==> config.mk <==
export PLATFORM = sky130hd
export DESIGN_NAME = act_nz_scanner
export DESIGN_NICKNAME = d
export VERILOG_FILES = /design/src/rtl/act_nz_scanner.sv
export SDC_FILE = /design/constraint.sdc
export NUM_CORES = 1
export LEC_CHECK = 0
export ABC_AREA = 1
export BUFFER_PORTS_ARGS = -buffer_cell sky130_fd_sc_hd__buf_2
export CAP_MARGIN = 20
export CORE_MARGIN = 8
export CORE_UTILIZATION = 57
export DETAILED_ROUTE_END_ITERATION = 16
export PLACE_DENSITY = 0.92
export REMOVE_ABC_BUFFERS = 1
export SLEW_MARGIN = 30
export SYNTH_ARGS = -nofsm -noshare
export SYNTH_HDL_FRONTEND = slang
export SYNTH_SLANG_ARGS = --single-unit
==> constraint.sdc <==
create_clock -name clk -period 5 [get_ports clk]
set_input_delay 0 -clock clk [delete_from_list [all_inputs] [get_ports clk]]
set_output_delay 0 -clock clk [all_outputs]
set_load 0.01 [all_outputs]
==> src/rtl/act_nz_scanner.sv <==
// act_nz_scanner: walks the non-zero entries of the input-activation register
// file in ascending address order. For each one it issues a read and streams
// the (address, value) pair over a valid/ready interface. Zero entries are
// skipped.
// Optional feature: define ACT_SCAN_STAT_EN to add the nz_count output, which
// counts the pairs accepted downstream during the current scan.
module act_nz_scanner #(
   parameter int ACT_NO     = 64,
   parameter int ADDR_WIDTH = 6,
   parameter int DATA_WIDTH = 16
) (
   input  logic                  clk,
   input  logic                  rst,
   input  logic                  start,
   input  logic [ACT_NO-1:0]     act_zeros,
   output logic                  act_read_en,
   output logic [ADDR_WIDTH-1:0] act_read_addr,
   input  logic [DATA_WIDTH-1:0] act_read_data,
   output logic                  out_valid,
   input  logic                  out_ready,
   output logic [ADDR_WIDTH-1:0] out_addr,
   output logic [DATA_WIDTH-1:0] out_data,
`ifdef ACT_SCAN_STAT_EN
   output logic [ADDR_WIDTH:0]   nz_count,
`endif
   output logic                  busy,
   output logic                  done
);

   typedef enum logic [1:0] {S_IDLE, S_SCAN, S_DONE} state_t;

   state_t                state;
   logic [ACT_NO-1:0]     mask;          // 1 = entry already issued or zero
   logic                  inflight;      // a read was issued last cycle
   logic [ADDR_WIDTH-1:0] inflight_addr;

   // Two-entry output FIFO. The entry currently in flight is treated as an
   // extra head candidate: its data arrives from the register file this cycle
   // and is passed straight through when the FIFO is empty, so a pair is
   // presented in the same cycle its read data returns.
   logic [ADDR_WIDTH-1:0] fifo_addr [2];
   logic [DATA_WIDTH-1:0] fifo_data [2];
   logic                  wr_ptr, rd_ptr;
   logic [1:0]            fifo_count;

   logic                  any_pending;
   logic [ADDR_WIDTH-1:0] sel_idx;
   logic                  fifo_has;
   logic                  pop, pop_fifo, pop_bypass, push;
   logic [1:0]            occ, occ_after;
   logic                  issue, scan_end;

   // Priority encoder: lowest index whose mask bit is still clear.
   always_comb begin
      // NOTE: every always_comb output gets a default first so no latch is inferred.
      sel_idx = '0;
      for (int i = ACT_NO - 1; i >= 0; i--) begin
         if (!mask[i]) sel_idx = ADDR_WIDTH'(i);
      end
   end

   // Head selection, handshake, issue and completion decisions.
   always_comb begin
      any_pending = ~(&mask);
      fifo_has    = (fifo_count != 2'd0);
      out_valid   = fifo_has | inflight;
      out_addr    = '0;
      out_data    = '0;
      if (fifo_has) begin
         out_addr = fifo_addr[rd_ptr];
         out_data = fifo_data[rd_ptr];
      end else if (inflight) begin
         out_addr = inflight_addr;
         out_data = act_read_data;
      end
      pop        = out_valid & out_ready;
      pop_fifo   = pop & fifo_has;
      pop_bypass = pop & ~fifo_has;
      push       = inflight & ~pop_bypass;
      // Pairs owed downstream (queued plus in flight) after this cycle's pop.
      occ        = fifo_count + {1'b0, inflight};
      occ_after  = occ - {1'b0, pop};
      issue      = (state == S_SCAN) & any_pending & (occ_after < 2'd2);
      scan_end   = (state == S_SCAN) & ~any_pending & (occ_after == 2'd0);
      act_read_en   = issue;
      act_read_addr = issue ? sel_idx : '0;
   end

   // Control state: FSM, snapshot mask, in-flight tracking, FIFO pointers.
   always_ff @(posedge clk) begin
      if (rst) begin
         // NOTE: sequential state uses non-blocking assignments so every register updates from pre-edge values.
         state         <= S_IDLE;
         mask          <= '1;
         inflight      <= 1'b0;
         inflight_addr <= '0;
         wr_ptr        <= 1'b0;
         rd_ptr        <= 1'b0;
         fifo_count    <= 2'd0;
         busy          <= 1'b0;
         done          <= 1'b0;
      end else begin
         done <= 1'b0;
         unique case (state)
            S_IDLE: begin
               if (start) begin
                  mask  <= act_zeros;
                  state <= S_SCAN;
                  busy  <= 1'b1;
               end
            end
            S_SCAN: begin
               if (issue) mask[sel_idx] <= 1'b1;
               if (scan_end) begin
                  state <= S_DONE;
                  busy  <= 1'b0;
                  done  <= 1'b1;
               end
            end
            S_DONE: state <= S_IDLE;
            default: state <= S_IDLE;
         endcase
         inflight <= issue;
         if (issue) inflight_addr <= sel_idx;
         if (push) wr_ptr <= ~wr_ptr;
         if (pop_fifo) rd_ptr <= ~rd_ptr;
         fifo_count <= fifo_count + {1'b0, push} - {1'b0, pop_fifo};
      end
   end

   // FIFO storage captures the returning read data with its delayed address.
   always_ff @(posedge clk) begin
      // NOTE: storage is not reset; fifo_count gates every use of it.
      if (push) begin
         fifo_addr[wr_ptr] <= inflight_addr;
         fifo_data[wr_ptr] <= act_read_data;
      end
   end

`ifdef ACT_SCAN_STAT_EN
   // Accepted-pair counter; cleared on an accepted start, held after DONE.
   always_ff @(posedge clk) begin
      if (rst) begin
         nz_count <= '0;
      end else if (state == S_IDLE && start) begin
         nz_count <= '0;
      end else if (state == S_SCAN && pop) begin
         nz_count <= nz_count + 1'b1;
      end
   end
`endif

endmodule

==> summary by stage <==
Run status
The run finished with clean final reports.

Global routing
The remaining global-route overflow is 0. Across every metal layer, demand over resource in global routing totals 0.271. Entering global routing, the biggest net connects 66 pins. The number of global-route vias before repair was 7744. The first-pass GRT wire length is 36.4 mm. The number of antenna violations at the first check in global routing is 0.

Finish
In the final layout, the multi-input gates occupy 3800 µm². Of the cells placed in the final design, the portion with a size suffix greater than 1 is 0.132. Leaving out fill and tap cells, the most frequent cells in the layout are sky130_fd_sc_hd__nand2_1 (414), sky130_fd_sc_hd__nor2_1 (289), sky130_fd_sc_hd__buf_2 (114). From synthesis to final layout, the design area changed by 29.9%. The count of filler cells inserted in the layout is 867. The number of diodes added for antenna fixing is 0. The net count of the finished layout is 1439.

After the flow finishes, the layout carries non-filler instances totaling 1536. In the final layout, flip-flops and latches occupy 2930 µm². The most common library cell in the layout ignoring fill and taps is sky130_fd_sc_hd__nand2_1.

Floorplan
The initialized floorplan defines 41 standard-cell rows. The chip height is 129 µm. The die covers 16700 µm². The total core area is 12600 µm². For this configuration, the core starts out at a cell density of 0.580.

In this run the count of I/O pins placed on the die edge is 116. The width of the die is 129 µm.

STA
The worst hold slack across all endpoints is 0.0110 ns. Setup repair after global routing could not meet its margin everywhere. The upper clock frequency limit is 221 MHz. The actual slew at the worst max-slew pin is 1.01 ns.

The final-report hold violation count is 0. The final number of setup-violating endpoints is 0. The total count of max-transition violations in the final report came to 0.

Clock skew on the completed layout was measured at 0.00636 ns. In the finished design, the share of the clock period the worst path needs comes to 0.905. The relative max-transition margin is 0.328.

The clock period could shrink to 4.53 ns.

Setup path
Among all stages on the critical path, the largest delay is contributed by sky130_fd_sc_hd__dfxtp_2. Along the worst path, the maximum fanout reaches 4. The critical path class is register to primary output. For the worst setup path, the data required time is 5.00 ns. The sort of element at the start of the critical path is a register. STA classifies the critical path endpoint as a primary output. Counting stages on the worst path, the most repeated cell is sky130_fd_sc_hd__nand2_1.

Data on the critical path arrives at its endpoint at 4.53 ns. The delay of the slowest critical-path stage is 0.32 ns. The worst register-to-register path has a setup slack of 0.49 ns.

CTS
The CTS buffer count is 17. Clock latency on the worst-skew pair, taken at its later pin, is 0.42 ns. Counting every sink on the clock net gives 124.

The longest clock path from root to sink contains 2 buffers. The CTS clock-pin slew for the worst setup and hold paths is 0.06 ns. The clock tree from TritonCTS is done. The root cell of the clock tree is sky130_fd_sc_hd__clkbuf_16. CTS built an H-tree with a depth of 4.

Power and ir drop
The total power divided by cell area is 460 nW/µm². The overall power is 4.36 mW. The worst-case IR drop observed on VDD is 0.267 mV. The static leakage is 4.73 nW.

Placed design
Buffers placed on the I/O ports in this run total 115. The placed wire-length estimate is 12.9 mm. Once placement completed, the tool counted placed cells totaling 1417.

The weighted congestion at the end of routability-driven global placement is 0.863.

Flow run
The max capacitance violation total is 0.

Routing
After detailed routing, the number of remaining DRC violations is 0. In this run the remaining antenna-violating nets after routing total 0. Dividing the detail-routed via count by the number of cells gives 5.43. The routed wire length per instance is 14.9 µm.

The final layout contains routed wiring with a total length of 22.9 mm. For this run, the detailed router's first-pass iteration total came to 6. The detailed router placed 8334 vias in this run. The detailed router's first-iteration violation count is 987.

Logic synthesis
The netlist uses 26 different library cells. The mean cell area of the mapped netlist is 6.17 µm². The cell area after synthesis is 7290 µm².

The portion of the post-synthesis area used by sequential elements is 0.401. Synthesis produced 1182 cells. The Yosys step of the flow raised 0 warnings. The number of synthesized register bits is 124.

Hold path
The tightest min-delay check is of the input port to register type.
-- critical path, delay by kind of cell (launching register included) --
kind          cells  cell delay, ns
simple gates     63            3.53
flops             1            0.32
buf+inv           3            0.24
-- worst paths after layout --
check / end / from / cells past startpoint
setup / recovery: act_read_addr[0] / mask[63]$_SDFFE_PP1P_ / 66
hold / removal: rd_ptr$_SDFFE_PP0P_ / out_ready / 4
setup reg to reg: mask[5]$_SDFFE_PP1P_ / mask[63]$_SDFFE_PP1P_ / 68
hold reg to reg: rd_ptr$_SDFFE_PP0P_ / rd_ptr$_SDFFE_PP0P_ / 1
-- final cells by class --
cell class | instances | share of cell area
Multi-Input combinational cell | 892 | 0.402
Sequential cell | 124 | 0.309
Timing Repair Buffer | 211 | 0.161
Clock buffer | 20 | 0.0461
Inverter | 105 | 0.0419
Tap cell | 172 | 0.0227
Clock inverter | 12 | 0.0180
-- per-layer routing --
layer	vias to the layer above	wire [µm]	track usage
met3	112	2280	0.0542
met4	0	1020	0.142
met1	3676	8550	0.311
met5	-	0	0
li1	4035	-	-
met2	511	11000	0.468
-- state kept, by name (all words and copies together), names as in the netlist, named ones only --
register	flops
busy	1
done	1
fifo_addr	12
fifo_count	2
fifo_data	32
inflight	1
inflight_addr	6
mask	64
rd_ptr	1
state	2
wr_ptr	1
-- synthesized netlist by cell type --
| master | number | area, µm² |
|---|---|---|
| sky130_fd_sc_hd__a21oi_1 | 13 | 65.1 |
| sky130_fd_sc_hd__a31oi_1 | 3 | 18.8 |
| sky130_fd_sc_hd__buf_1 | 6 | 22.5 |
| sky130_fd_sc_hd__buf_4 | 3 | 22.5 |
| sky130_fd_sc_hd__buf_6 | 3 | 33.8 |
| sky130_fd_sc_hd__clkbuf_1 | 50 | 188 |
| sky130_fd_sc_hd__dfxtp_1 | 80 | 1600 |
| sky130_fd_sc_hd__edfxtp_1 | 44 | 1320 |
| sky130_fd_sc_hd__ha_1 | 4 | 50.1 |
| sky130_fd_sc_hd__inv_1 | 103 | 387 |
| sky130_fd_sc_hd__inv_2 | 2 | 7.51 |
| sky130_fd_sc_hd__nand2_1 | 422 | 1580 |
| sky130_fd_sc_hd__nand2_2 | 1 | 6.26 |
| sky130_fd_sc_hd__nand2_4 | 2 | 22.5 |
| sky130_fd_sc_hd__nand3_1 | 59 | 295 |
| sky130_fd_sc_hd__nand4_1 | 32 | 200 |
| sky130_fd_sc_hd__nor2_1 | 292 | 1100 |
| sky130_fd_sc_hd__nor3_1 | 3 | 15.0 |
| sky130_fd_sc_hd__nor4_1 | 1 | 6.26 |
| sky130_fd_sc_hd__o211ai_1 | 1 | 7.51 |
| sky130_fd_sc_hd__o21ai_0 | 31 | 155 |
| sky130_fd_sc_hd__o21bai_1 | 2 | 15.0 |
| sky130_fd_sc_hd__o22ai_1 | 16 | 100 |
| sky130_fd_sc_hd__o31ai_1 | 6 | 45.0 |
| sky130_fd_sc_hd__xnor2_1 | 2 | 17.5 |
| sky130_fd_sc_hd__xor2_1 | 1 | 8.76 |
-- per-stage QoR --
stage               area [µm²]  TNS, ns  setup WS, ns  utilization
detailed placement        7940        0         0.547        0.631
floorplan                 7030  -115.21         -2.46            -
global placement          7930        0         0.656        0.631
CTS                       9360        0         0.319        0.745
global route              9470    -7.88        -0.211        0.754
finish                    9470        0         0.473        0.754
-- where the power goes --
| part | internal [mW] | switching, mW |
|---|---|---|
| clock | 0.830 | 0.454 |
| sequential | 1.19 | 0.195 |
| combinational | 0.580 | 1.11 |
| total | 2.60 | 1.76 |
-- logic make-up (layout without fill, tap and decap cells) --
group	Yosys count	in the layout	synth area share
and+or+nand+nor	812	813	0.442
DFF	124	124	0.401
xor gates and xnor gates	3	3	0.00360
buffers and inverters	167	348	0.0906
adders and majority gates	4	4	0.00686
AOI/OAI and AO/OA	72	72	0.0558
-- what timing repair did --
action                                  4_1_cts  5_1_grt
endpoints found under the setup margin        0       65
hold buffers                                 82        0
hold endpoints to repair                    106        0
buffers inserted                              0        4
resized for setup                             0       21
(Power assumes the default switching activity.)
